==> src/rtl/mem_arbiter_pkg.sv <==
// Shared types and constants for the two-requester memory-port arbiter.
// XLEN mirrors the pipeline-wide address/data width.
package mem_arbiter_pkg;

  localparam int unsigned XLEN = 32;
  localparam int unsigned BE_W = XLEN / 8;

  typedef enum logic [1:0] {IDLE, REQ, RESP} arb_state_e;
  typedef enum logic [1:0] {NONE, INSTR, DATA} arb_owner_e;

endpackage

==> src/rtl/mem_arbiter_if.sv <==
// Request/grant/response bus used on both requester sides and on the memory side.
// The requester drives through master; the responder (arbiter or memory) uses slave.
interface mem_arbiter_if
  import mem_arbiter_pkg::*;
();

  logic            req;
  logic            we;
  logic [BE_W-1:0] be;
  logic [XLEN-1:0] addr;
  logic [XLEN-1:0] wdata;
  logic            gnt;
  logic            rvalid;
  logic [XLEN-1:0] rdata;

  modport master (output req, we, be, addr, wdata, input gnt, rvalid, rdata);
  modport slave  (input req, we, be, addr, wdata, output gnt, rvalid, rdata);

endinterface

==> src/rtl/mem_arbiter_starve_ctr.sv <==
// Fetch starvation guard: counts consecutive data wins while fetch waits and forces
// a fetch win once STARVE_LIMIT is reached. Used only with MEM_ARB_STARVE_GUARD_EN.
module arb_starve_ctr #(
  parameter int unsigned STARVE_LIMIT = 4
) (
  input  logic clk,
  input  logic reset_n,
  input  logic arb_pt,
  input  logic i_req,
  input  logic d_win,
  input  logic i_win,
  output logic force_fetch
);

  localparam int unsigned CntW = $clog2(STARVE_LIMIT + 1);
  localparam logic [CntW-1:0] Limit = CntW'(STARVE_LIMIT);

  logic [CntW-1:0] starve_cnt_q, starve_cnt_d;

  always_comb begin
    starve_cnt_d = starve_cnt_q;
    if (arb_pt) begin
      if (i_win || !i_req) begin
        starve_cnt_d = '0;
      end else if (d_win && (starve_cnt_q < Limit)) begin
        starve_cnt_d = starve_cnt_q + 1'b1;
      end
    end
  end

  always_ff @(posedge clk or negedge reset_n) begin
    if (!reset_n) begin
      starve_cnt_q <= '0;
    end else begin
      starve_cnt_q <= starve_cnt_d;
    end
  end

  assign force_fetch = i_req && (starve_cnt_q == Limit);

endmodule

==> src/rtl/mem_arbiter.sv <==
// Shares one memory port between fetch and load/store, one transaction at a time, data first.
// Define MEM_ARB_STARVE_GUARD_EN to bound how long fetch can be starved by data traffic.
module mem_arbiter
  import mem_arbiter_pkg::*;
#(
  parameter int unsigned STARVE_LIMIT = 4
) (
  input  logic          clk,
  input  logic          reset_n,
  mem_arbiter_if.slave  instr,
  mem_arbiter_if.slave  data,
  mem_arbiter_if.master mem
);

  arb_state_e      state_q, state_d;
  arb_owner_e      owner_q, owner_d;
  logic            m_req_q, m_req_d;
  logic            m_we_q, m_we_d;
  logic [BE_W-1:0] m_be_q, m_be_d;
  logic [XLEN-1:0] m_addr_q, m_addr_d;
  logic [XLEN-1:0] m_wdata_q, m_wdata_d;

  logic arb_pt, d_win, i_win, force_fetch;

  // Arbitration happens in IDLE or on the response cycle, enabling back-to-back issue.
  assign arb_pt = (state_q == IDLE) || ((state_q == RESP) && mem.rvalid);
  assign d_win  = arb_pt && data.req && !force_fetch;
  assign i_win  = arb_pt && instr.req && !d_win;

`ifdef MEM_ARB_STARVE_GUARD_EN
  arb_starve_ctr #(
    .STARVE_LIMIT(STARVE_LIMIT)
  ) u_starve_ctr (
    .clk        (clk),
    .reset_n    (reset_n),
    .arb_pt     (arb_pt),
    .i_req      (instr.req),
    .d_win      (d_win),
    .i_win      (i_win),
    .force_fetch(force_fetch)
  );
`else
  localparam int unsigned unused_starve_limit = STARVE_LIMIT;
  assign force_fetch = 1'b0;
`endif

  always_comb begin
    state_d   = state_q;
    owner_d   = owner_q;
    m_req_d   = m_req_q;
    m_we_d    = m_we_q;
    m_be_d    = m_be_q;
    m_addr_d  = m_addr_q;
    m_wdata_d = m_wdata_q;
    unique case (state_q)
      IDLE, RESP: begin
        if (d_win) begin
          state_d   = REQ;
          owner_d   = DATA;
          m_req_d   = 1'b1;
          m_we_d    = data.we;
          m_be_d    = data.be;
          m_addr_d  = data.addr;
          m_wdata_d = data.wdata;
        end else if (i_win) begin
          state_d   = REQ;
          owner_d   = INSTR;
          m_req_d   = 1'b1;
          m_we_d    = 1'b0;
          m_be_d    = '1;
          m_addr_d  = instr.addr;
          m_wdata_d = '0;
        end else if (state_q == RESP && mem.rvalid) begin
          state_d = IDLE;
          owner_d = NONE;
        end
      end
      REQ: begin
        if (mem.gnt) begin
          state_d = RESP;
          m_req_d = 1'b0;
        end
      end
      default: begin
        state_d = IDLE;
        owner_d = NONE;
        m_req_d = 1'b0;
      end
    endcase
  end

  always_ff @(posedge clk or negedge reset_n) begin
    if (!reset_n) begin
      state_q   <= IDLE;
      owner_q   <= NONE;
      m_req_q   <= 1'b0;
      m_we_q    <= 1'b0;
      m_be_q    <= '0;
      m_addr_q  <= '0;
      m_wdata_q <= '0;
    end else begin
      state_q   <= state_d;
      owner_q   <= owner_d;
      m_req_q   <= m_req_d;
      m_we_q    <= m_we_d;
      m_be_q    <= m_be_d;
      m_addr_q  <= m_addr_d;
      m_wdata_q <= m_wdata_d;
    end
  end

  assign mem.req   = m_req_q;
  assign mem.we    = m_we_q;
  assign mem.be    = m_be_q;
  assign mem.addr  = m_addr_q;
  assign mem.wdata = m_wdata_q;

  assign instr.gnt    = (state_q == REQ) && mem.gnt && (owner_q == INSTR);
  assign data.gnt     = (state_q == REQ) && mem.gnt && (owner_q == DATA);
  assign instr.rvalid = (state_q == RESP) && mem.rvalid && (owner_q == INSTR);
  assign data.rvalid  = (state_q == RESP) && mem.rvalid && (owner_q == DATA);
  assign instr.rdata  = mem.rdata;
  assign data.rdata   = mem.rdata;

  // Fetch side never writes; its write-side fields are don't-care.
  logic unused_fetch_fields;
  assign unused_fetch_fields = ^{instr.we, instr.be, instr.wdata};

endmodule

==> src/flat_wrapper.sv <==
// flat-port wrapper written by rule: the top's interface ports become plain ports
module mem_arbiter_flat import mem_arbiter_pkg::*;
#(
  parameter int unsigned STARVE_LIMIT = 4
)
  (clk, reset_n, instr_req, instr_we, instr_be, instr_addr, instr_wdata, instr_gnt, instr_rvalid, instr_rdata, data_req, data_we, data_be, data_addr, data_wdata, data_gnt, data_rvalid, data_rdata, mem_req, mem_we, mem_be, mem_addr, mem_wdata, mem_gnt, mem_rvalid, mem_rdata);
  mem_arbiter_if instr_i ();
  mem_arbiter_if data_i ();
  mem_arbiter_if mem_i ();
  input  logic clk;
  input  logic reset_n;
  input wire logic [$bits(instr_i.req)-1:0] instr_req;
  input wire logic [$bits(instr_i.we)-1:0] instr_we;
  input wire logic [$bits(instr_i.be)-1:0] instr_be;
  input wire logic [$bits(instr_i.addr)-1:0] instr_addr;
  input wire logic [$bits(instr_i.wdata)-1:0] instr_wdata;
  output wire logic [$bits(instr_i.gnt)-1:0] instr_gnt;
  output wire logic [$bits(instr_i.rvalid)-1:0] instr_rvalid;
  output wire logic [$bits(instr_i.rdata)-1:0] instr_rdata;
  input wire logic [$bits(data_i.req)-1:0] data_req;
  input wire logic [$bits(data_i.we)-1:0] data_we;
  input wire logic [$bits(data_i.be)-1:0] data_be;
  input wire logic [$bits(data_i.addr)-1:0] data_addr;
  input wire logic [$bits(data_i.wdata)-1:0] data_wdata;
  output wire logic [$bits(data_i.gnt)-1:0] data_gnt;
  output wire logic [$bits(data_i.rvalid)-1:0] data_rvalid;
  output wire logic [$bits(data_i.rdata)-1:0] data_rdata;
  output wire logic [$bits(mem_i.req)-1:0] mem_req;
  output wire logic [$bits(mem_i.we)-1:0] mem_we;
  output wire logic [$bits(mem_i.be)-1:0] mem_be;
  output wire logic [$bits(mem_i.addr)-1:0] mem_addr;
  output wire logic [$bits(mem_i.wdata)-1:0] mem_wdata;
  input wire logic [$bits(mem_i.gnt)-1:0] mem_gnt;
  input wire logic [$bits(mem_i.rvalid)-1:0] mem_rvalid;
  input wire logic [$bits(mem_i.rdata)-1:0] mem_rdata;
  assign instr_i.req = instr_req;
  assign instr_i.we = instr_we;
  assign instr_i.be = instr_be;
  assign instr_i.addr = instr_addr;
  assign instr_i.wdata = instr_wdata;
  assign instr_gnt = instr_i.gnt;
  assign instr_rvalid = instr_i.rvalid;
  assign instr_rdata = instr_i.rdata;
  assign data_i.req = data_req;
  assign data_i.we = data_we;
  assign data_i.be = data_be;
  assign data_i.addr = data_addr;
  assign data_i.wdata = data_wdata;
  assign data_gnt = data_i.gnt;
  assign data_rvalid = data_i.rvalid;
  assign data_rdata = data_i.rdata;
  assign mem_req = mem_i.req;
  assign mem_we = mem_i.we;
  assign mem_be = mem_i.be;
  assign mem_addr = mem_i.addr;
  assign mem_wdata = mem_i.wdata;
  assign mem_i.gnt = mem_gnt;
  assign mem_i.rvalid = mem_rvalid;
  assign mem_i.rdata = mem_rdata;
  mem_arbiter #(.STARVE_LIMIT(STARVE_LIMIT)) u_core (.clk(clk), .reset_n(reset_n), .instr(instr_i), .data(data_i), .mem(mem_i));
endmodule
==> config.mk <==
export PLATFORM = sky130hd
export DESIGN_NAME = mem_arbiter_flat
export DESIGN_NICKNAME = d
export VERILOG_FILES = /design/src/rtl/mem_arbiter_pkg.sv /design/src/rtl/mem_arbiter_if.sv /design/src/rtl/mem_arbiter_starve_ctr.sv /design/src/rtl/mem_arbiter.sv /design/src/flat_wrapper.sv
export SDC_FILE = /design/constraint.sdc
export NUM_CORES = 1
export LEC_CHECK = 0
export ABC_AREA = 1
export CELL_PAD_IN_SITES_DETAIL_PLACEMENT = 0
export CELL_PAD_IN_SITES_GLOBAL_PLACEMENT = 1
export CORE_AREA = 8 8 117 119
export CTS_CLUSTER_DIAMETER = 50
export DETAILED_ROUTE_END_ITERATION = 8
export DIE_AREA = 0 0 125 127
export DONT_BUFFER_PORTS = 1
export GPL_TIMING_DRIVEN = 0
export PLACE_DENSITY = 0.59
export SETUP_SLACK_MARGIN = 0.5
export SLEW_MARGIN = 20
export SYNTH_ARGS = -nofsm -noshare
export SYNTH_HDL_FRONTEND = slang
export SYNTH_SLANG_ARGS = --single-unit
==> constraint.sdc <==
create_clock -name clk -period 1.9 [get_ports clk]
set_input_delay 0.38 -clock clk [delete_from_list [all_inputs] [get_ports clk]]
set_output_delay 0.38 -clock clk [all_outputs]
set_load 0.02 [all_outputs]
* Yosys cells after proc, flatten, opt, wreduce, memory -nomap -nowiden
Cells that the tools add are included.
Word-level totals: bits in registers 74, input bits 176, output and inout bits 138, logic and storage cells 52
Cells by class: reduce and logical (&&, ||, !) cells 18, muxes and demuxes 19, eq/ne operators 7, bitwise operators 1
Operators by type and width (count):
- two-way mux 32 bit | 4
- two-way mux 2 bit | 5
- logical AND 1 bit | 9
- two-way mux 4 bit | 2
- case mux 2 bit (2 select lines) | 2
- AND reduction 2 bit | 4
- two-way mux 1 bit | 5
- equality test 2 x 1 -> 1 bit (second input constant) | 2
- equality test 2 bit (second input constant) | 2
- != test 4 x 1 -> 1 bit (second input constant) | 1
- != test 3 x 1 -> 1 bit (second input constant) | 1
- zero test 2 bit | 1
- != test 2 bit (second input constant) | 1
- case mux 1 bit (2 select lines) | 1
- nonzero test 2 bit | 1
- OR reduction 2 bit | 1
- zero test 1 bit | 1
- logical OR 1 bit | 1
- inverter 1 bit | 1

* Longest topological paths before layout
Gate-level depths: netlist (run 1).
word-level depth 9, gate-level depth with buffers 9, mapped depth without buffers 7

* Least setup slack after synthesis (run 1)
No wires, ideal clock.
kind reg-to-output, start point register u_core.state_q[1], end point output port data_gnt, data arrival time 1047 ps, path slack 473 ps, data required time 1520 ps, path buffers 0, cell stages (with the launch flop) 4, path through dfrtp_1 > inv_1 > nand3_1 > nor3_1
Between the ends: word-level cells in the longest chain between the ends 3
Ends and longest elaborated chain:
- start, declared | line mem_arbiter.sv:15 | arb_state_e state_q, state_d;
- start signal, assigned | line mem_arbiter.sv:102 | state_q <= state_d;
- equality test 2 x 1 -> 1 bit | line mem_arbiter.sv:119 | assign data.gnt = (state_q == REQ) && mem.gnt && (owner_q == DATA);
- logical AND 1 bit (2 in a row) | line mem_arbiter.sv:119
- end, declared | line flat_wrapper.sv:25 | output wire logic [$bits(data_i.gnt)-1:0] data_gnt;
No other way between the ends.

* Final worst setup path (run 1)
start point register u_core.state_q[0], end point output port instr_rvalid
Between the ends: word-level cells in the longest chain between the ends 3
Ends and longest elaborated chain:
- equality test 2 bit | line mem_arbiter.sv:120 | assign instr.rvalid = (state_q == RESP) && mem.rvalid && (owner_q == INSTR);
- logical AND 1 bit (2 in a row) | line mem_arbiter.sv:120
- end, declared | line flat_wrapper.sv:18 | output wire logic [$bits(instr_i.rvalid)-1:0] instr_rvalid;
No other way between the ends.

==> results of run 1 <==
-- cell usage after synthesis --
master / instances / share of area
sky130_fd_sc_hd__buf_8: 2 / 0.0084
sky130_fd_sc_hd__buf_4: 66 / 0.14
sky130_fd_sc_hd__nand3_4: 1 / 0.0049
sky130_fd_sc_hd__o22a_1: 4 / 0.0099
sky130_fd_sc_hd__nand2_2: 1 / 0.0018
sky130_fd_sc_hd__nor3_1: 4 / 0.0056
sky130_fd_sc_hd__inv_1: 5 / 0.0053
sky130_fd_sc_hd__nand2_4: 1 / 0.0032
sky130_fd_sc_hd__nand2_1: 204 / 0.22
sky130_fd_sc_hd__nor2_2: 1 / 0.0018
sky130_fd_sc_hd__buf_2: 12 / 0.017
sky130_fd_sc_hd__o21ai_1: 1 / 0.0014
sky130_fd_sc_hd__nand3_1: 36 / 0.051
sky130_fd_sc_hd__nand3_2: 1 / 0.0028
sky130_fd_sc_hd__o21ai_0: 1 / 0.0014
sky130_fd_sc_hd__dfrtp_1: 74 / 0.52
sky130_fd_sc_hd__a21oi_1: 1 / 0.0014
sky130_fd_sc_hd__inv_2: 3 / 0.0032
sky130_fd_sc_hd__buf_12: 1 / 0.0056
-- repair_timing --
item / in CTS / in global routing
setup buffers: 18 / 14
gates resized for setup: 60 / 190
endpoints found under the hold margin: 74 / 74
pin swaps: 7 / 39
setup endpoints to repair: 67 / 78
gates cloned: 6 / 5
-- final cells by class --
cell class / instances / area [sq um] / share of cell area
Multi-Input combinational cell: 256 / 1773 / 0.3249
Sequential cell: 74 / 1857 / 0.3403
Clock buffer: 12 / 236.5 / 0.04334
Clock inverter: 1 / 5.005 / 0.0009172
Timing Repair Buffer: 43 / 616.8 / 0.1130
Inverter: 8 / 40.04 / 0.007338
Buffer: 81 / 744.5 / 0.1364
Tap cell: 147 / 183.9 / 0.03371
-- state kept, by name, summed over array words and instances, names as in the netlist --
name,cells
u_core.mem.addr,32
u_core.mem.wdata,32
u_core.mem.be,4
u_core.owner_q,2
u_core.state_q,2
u_core.mem.req,1
u_core.mem.we,1
-- logic make-up after synthesis --
logic type | share of synthesized area
buf+inv | 0.1788
simple gates | 0.2862
flops | 0.5209
compound gates | 0.01407
-- where the power goes --
part / internal (mW) / leakage, nW / switching [mW]
sequential: 2.33 / 0.925 / 1.79
combinational: 2.22 / 1.85 / 1.93
clock: 0.860 / 0.118 / 0.601
total: 5.41 / 2.89 / 4.32
-- worst register-to-register path: stages (launching register included) --
cell and delay, ps:
sky130_fd_sc_hd__dfrtp_2 430, sky130_fd_sc_hd__buf_6 130, sky130_fd_sc_hd__buf_6 110, sky130_fd_sc_hd__nand2_4 70, sky130_fd_sc_hd__nand3_4 110, sky130_fd_sc_hd__nand2_4 120, sky130_fd_sc_hd__inv_8 60, sky130_fd_sc_hd__buf_12 150
sky130_fd_sc_hd__clkbuf_16 160, sky130_fd_sc_hd__nand2_2 50, sky130_fd_sc_hd__nand2_1 60
-- how the worst max path moves through the flow --
stage	startpoint	end	slack (ps)	cells past startpoint
CTS	u_core.state_q[1]	instr_gnt	240	3
floorplan	u_core.state_q[1]	data_gnt	470	3
global route	u_core.state_q[1]	data_rvalid	260	3
finish	u_core.state_q[0]	instr_rvalid	320	3
detailed placement	u_core.state_q[1]	instr_gnt	340	3
global placement	u_core.state_q[1]	data_gnt	350	3
-- metal layers --
metal | track usage | wire length [microns] | vias to the layer above
met5 | 0 | 0 | -
met2 | 0.2391 | 6347 | 164
met4 | 0.06232 | 205 | 0
met3 | 0.08652 | 1618 | 13
met1 | 0.1444 | 4284 | 1344
li1 | - | - | 1351
-- through the flow --
stage | area (sq um) | cells
4_1_cts | 4516 | 603
6_report | 5456 | 622
3_5_place_dp | 3739 | 566
3_3_place_gp | 3739 | 566
5_1_grt | 5456 | 622
2_1_floorplan | 3555 | 419
==> impl_metrics.json, run 1 <==
{
  "final-max-slew-violation-count": 0,
  "critical_path.slowest_cell": "sky130_fd_sc_hd__dfrtp_2",
  "max_cap_viols": 0,
  "most_common_cell_after_layout_fill_and_taps_aside": "sky130_fd_sc_hd__nand2_1",
  "timing.critical_path.arrival_ps": 1200,
  "grt_util_all_layers": 0.1442,
  "first_pass_grt_wire_length_microns": 17710,
  "register_area_share_after_synthesis": 0.5209,
  "drt_drc_violations_left": 0,
  "bufs_and_invs_on_worst_path": 1,
  "timing.rr.end": "u_core.mem.wdata[17]",
  "route.vias.total": 2872,
  "num-fill-cells": 1146,
  "fin_nets": 649,
  "outcome": "finished with violations",
  "drt_iter0_drc": 43,
  "crit_path_max_incr_delay_ps": 450,
  "timing.final.crit_period_ps": 1584,
  "fin_skew_ps": 6.362,
  "critPathCaptureType": "output pin",
  "crit_path_start_kind": "register",
  "timing.rr.start": "u_core.state_q[1]",
  "netlist-cell-type-count": 19,
  "finalWeightedCongestion": 0.6754,
  "worst_setup_hold_path_clk_slew_ps": 60,
  "crit_path_max_fanout": 4,
  "port-buffer-count": 0,
  "synth.ff_latch_count": 74,
  "dp_worst_setup_slack_ps": 335.6,
  "reg2regPathDepth": 10,
  "timing.critical_path.cells": "inv_2 > nand3_4 > nor3_4",
  "postRouteWirelength_microns": 12460,
  "cts-root-buf": "sky130_fd_sc_hd__clkbuf_16",
  "min_period_over_period": 0.8335,
  "synthCells": 419,
  "layout_cell_share_with_drive_strength_beyond_1": 0.5705,
  "core-area_sq_um": 11810,
  "globalRoute.totalOverflow": 0,
  "cp_top_family": "flip-flops",
  "power_mw": 9.730,
  "holdCritPathClass": "input pin to async pin",
  "first_global_vias": 3053,
  "grt_setup_unrepaired": "yes",
  "final_hold_vio_count": 74,
  "cellLeakagePower_nw": 2.891,
  "post_drt_via_cell_ratio": 4.617,
  "worst-setup-path-type": "register to output pin",
  "detailedPlacementHpwl_microns": 8497,
  "pin_count_of_the_biggest_net_entering_global_routing": 75,
  "worstSkewPairLatency_ps": 330,
  "fin_setup_tns_ps": 0,
  "final_core_utilization": 0.4620,
  "ir_worst_vdd_mv": 0.7089,
  "final-setup-viol-count": 0,
  "timing.max_slew.rel_slack": 0.7675,
  "dr.pass1.iters": 4,
  "tritoncts": "done",
  "clk_sink_count": 74,
  "detail_route.wl_per_cell_microns": 20.02,
  "layout.cells.most_common_list": "sky130_fd_sc_hd__nand2_1 (123), sky130_fd_sc_hd__buf_4 (80), sky130_fd_sc_hd__dfrtp_1 (70)",
  "placementRows": 40,
  "yosys_warnings": 0,
  "worst_pin_slew_ps": 348.8,
  "synth.net_count": 595,
  "floorplan.die.width_microns": 125,
  "layout-area-overhead-vs-synth_pct": 53.50,
  "boundaryPins": 314,
  "floorplan.die_area_sq_um": 15880,
  "power_per_cell_area_nw_per_um2": 1783,
  "inserted_clock_buffers": 9,
  "num_antenna_cells": 0,
  "die_h_microns": 127,
  "cts_max_level": 3,
  "reg2reg_setup_slack_ps": 350,
  "final.setup.worst_slack_ps": 316.3,
  "cts.path.max_buffers": 2,
  "floorplan.initialDensity": 0.3010,
  "grt_antenna_before_repair": 0,
  "violations": "hold timing",
  "final.hold.worst_slack_ps": -260.0,
  "synth_area_sq_um": 3555,
  "detail-route-antenna-nets": 0,
  "synth_area_per_cell_sq_um": 8.484,
  "data_required_critical_path_ps": 1520,
  "top_achievable_clock_speed_mhz": 631.4
}
Note: power is estimated with default switching activity, not from simulation.
==> run 2: changes to the inputs <==
--- a/config.mk
+++ b/config.mk
@@ -8,13 +8,13 @@
 export ABC_AREA = 1
 export CELL_PAD_IN_SITES_DETAIL_PLACEMENT = 0
 export CELL_PAD_IN_SITES_GLOBAL_PLACEMENT = 1
-export CORE_AREA = 8 8 117 119
+export CORE_AREA = 8 8 114 116
 export CTS_CLUSTER_DIAMETER = 50
 export DETAILED_ROUTE_END_ITERATION = 8
-export DIE_AREA = 0 0 125 127
+export DIE_AREA = 0 0 122 124
 export DONT_BUFFER_PORTS = 1
 export GPL_TIMING_DRIVEN = 0
-export PLACE_DENSITY = 0.59
+export PLACE_DENSITY = 0.62
 export SETUP_SLACK_MARGIN = 0.5
 export SLEW_MARGIN = 20
 export SYNTH_ARGS = -nofsm -noshare
==> constraint.sdc (replaced) <==
create_clock -name clk -period 1.5 [get_ports clk]
set_input_delay 0.3 -clock clk [delete_from_list [all_inputs] [get_ports clk]]
set_output_delay 0.3 -clock clk [all_outputs]
set_load 0.02 [all_outputs]
==> impl_metrics.json, run 2 (synthesis results as in run 1) <==
{
  "drt_iter0_drc": 115,
  "num_antenna_cells": 0,
  "detail_route.wl_per_cell_microns": 19.84,
  "floorplan.die_area_sq_um": 15130,
  "worst_setup_hold_path_clk_slew_ps": 60,
  "top_achievable_clock_speed_mhz": 671.3,
  "data_required_critical_path_ps": 1200,
  "tritoncts": "done",
  "most_common_cell_after_layout_fill_and_taps_aside": "sky130_fd_sc_hd__nand2_1",
  "first_pass_grt_wire_length_microns": 16860,
  "final.hold.worst_slack_ps": -334.8,
  "dr.pass1.iters": 4,
  "post_dp_cell_area_sq_um": 3790,
  "cellLeakagePower_nw": 2.252,
  "max_cap_viols": 0,
  "layout_cell_share_with_drive_strength_beyond_1": 0.4748,
  "power_per_cell_area_nw_per_um2": 2249,
  "drt_drc_violations_left": 0,
  "first_global_vias": 2991,
  "dp_worst_setup_slack_ps": 50.48,
  "fin_skew_ps": 5.362,
  "boundaryPins": 314,
  "worst-setup-path-type": "register to output pin",
  "placed_cells_incl_taps": 562,
  "crit_path_start_kind": "register",
  "globalRoute.totalOverflow": 0,
  "critPathCaptureType": "output pin",
  "worst_pin_slew_ps": 281.7,
  "timing.max_slew.rel_slack": 0.8116,
  "layout.cells.most_common_list": "sky130_fd_sc_hd__nand2_1 (198), sky130_fd_sc_hd__buf_4 (75), sky130_fd_sc_hd__dfrtp_2 (74)",
  "detailedPlacementHpwl_microns": 8720,
  "outcome": "finished with violations",
  "finalWeightedCongestion": 0.7255,
  "floorplan.initialDensity": 0.3181,
  "violations": "hold timing",
  "finish.cell_count_without_fillers": 600,
  "pin_count_of_the_biggest_net_entering_global_routing": 75,
  "final.setup.worst_slack_ps": 10.32,
  "timing.critical_path.arrival_ps": 1190,
  "die_h_microns": 124,
  "final_hold_vio_count": 74,
  "final-setup-viol-count": 0,
  "placementRows": 39,
  "port-buffer-count": 0,
  "crit_path_max_fanout": 5,
  "fin_nets": 629,
  "fin_setup_tns_ps": 0,
  "cts_max_level": 3,
  "inserted_clock_buffers": 9,
  "floorplan.die.width_microns": 122,
  "power_mw": 10.47,
  "cts.path.max_buffers": 2,
  "min_period_over_period": 0.9931,
  "holdCritPathClass": "input pin to async pin",
  "core-area_sq_um": 11170,
  "timing.final.crit_period_ps": 1490,
  "grt_antenna_before_repair": 0,
  "clk_sink_count": 74,
  "grt_util_all_layers": 0.1470,
  "post_drt_via_cell_ratio": 4.578,
  "grt_setup_unrepaired": "yes",
  "route.vias.total": 2747,
  "ir_worst_vdd_mv": 0.9005,
  "final-max-slew-violation-count": 0,
  "fin_area_sq_um": 4653,
  "worstSkewPairLatency_ps": 330,
  "layout-area-overhead-vs-synth_pct": 30.90,
  "detail-route-antenna-nets": 0,
  "postRouteWirelength_microns": 11900,
  "cts-root-buf": "sky130_fd_sc_hd__clkbuf_16"
}
-- run 2: final cells by class --
type | instances | area [sq um]
repair buffers | 23 | 317.8
clock inverters | 3 | 15.01
flip-flops and latches | 74 | 1944
multi-input cells | 256 | 1180
inverters | 8 | 47.55
well taps | 143 | 178.9
plain buffers | 81 | 713.2
fillers | 1113 | 6521
clock buffers | 12 | 256.5
-- run 2: worst max-delay path, stage by stage, from the launching register on --
cell                      delay, ps
sky130_fd_sc_hd__dfrtp_2        440
sky130_fd_sc_hd__inv_2           90
sky130_fd_sc_hd__nand3_4        100
sky130_fd_sc_hd__nor3_4         240
-- run 2: worst paths after layout --
kind	startpoint	end	slack [ps]	cells after the start
max	u_core.state_q[1]	data_gnt	10	3
min	reset_n	u_core.mem.addr[7]	-330	0
max reg2reg	u_core.state_q[1]	u_core.mem.wdata[22]	40	9
min reg2reg	u_core.mem.wdata[12]	u_core.mem.wdata[12]	560	2
max in group asynchronous	reset_n	u_core.mem.wdata[13]	1720	0
min in group clk	mem_gnt	u_core.state_q[0]	60	1
-- run 2: where the power goes --
part,total [mW],switching (mW),internal (mW)
clock network,1.97,0.779,1.19
logic,3.35,1.70,1.65
registers,5.14,1.99,3.15
-- run 2: metal layers --
layer	global-route usage	up-vias	wire, microns
li1	-	1301	-
met1	0.1514	1267	4128
met2	0.2460	168	5881
met3	0.07616	11	1691
met4	0.06631	0	200
met5	0	-	0
-- run 2: through the flow --
stage / hold slack, ps / util
2_1_floorplan: 4.409 / -
5_1_grt: -353.9 / 0.4164
3_5_place_dp: 6.954 / 0.3392
3_3_place_gp: 7.371 / 0.3392
6_report: -334.8 / 0.4164
4_1_cts: -349.1 / 0.4061
-- run 2: timing repair --
| action | in CTS | in global routing |
|---|---|---|
| endpoints found under the hold margin | 74 | 74 |
| resized for setup | 119 | 17 |
| cloned | 5 | 1 |
| buffers inserted | 13 | 4 |
| setup endpoints to repair | 148 | 148 |
| pin swaps | 7 | 9 |
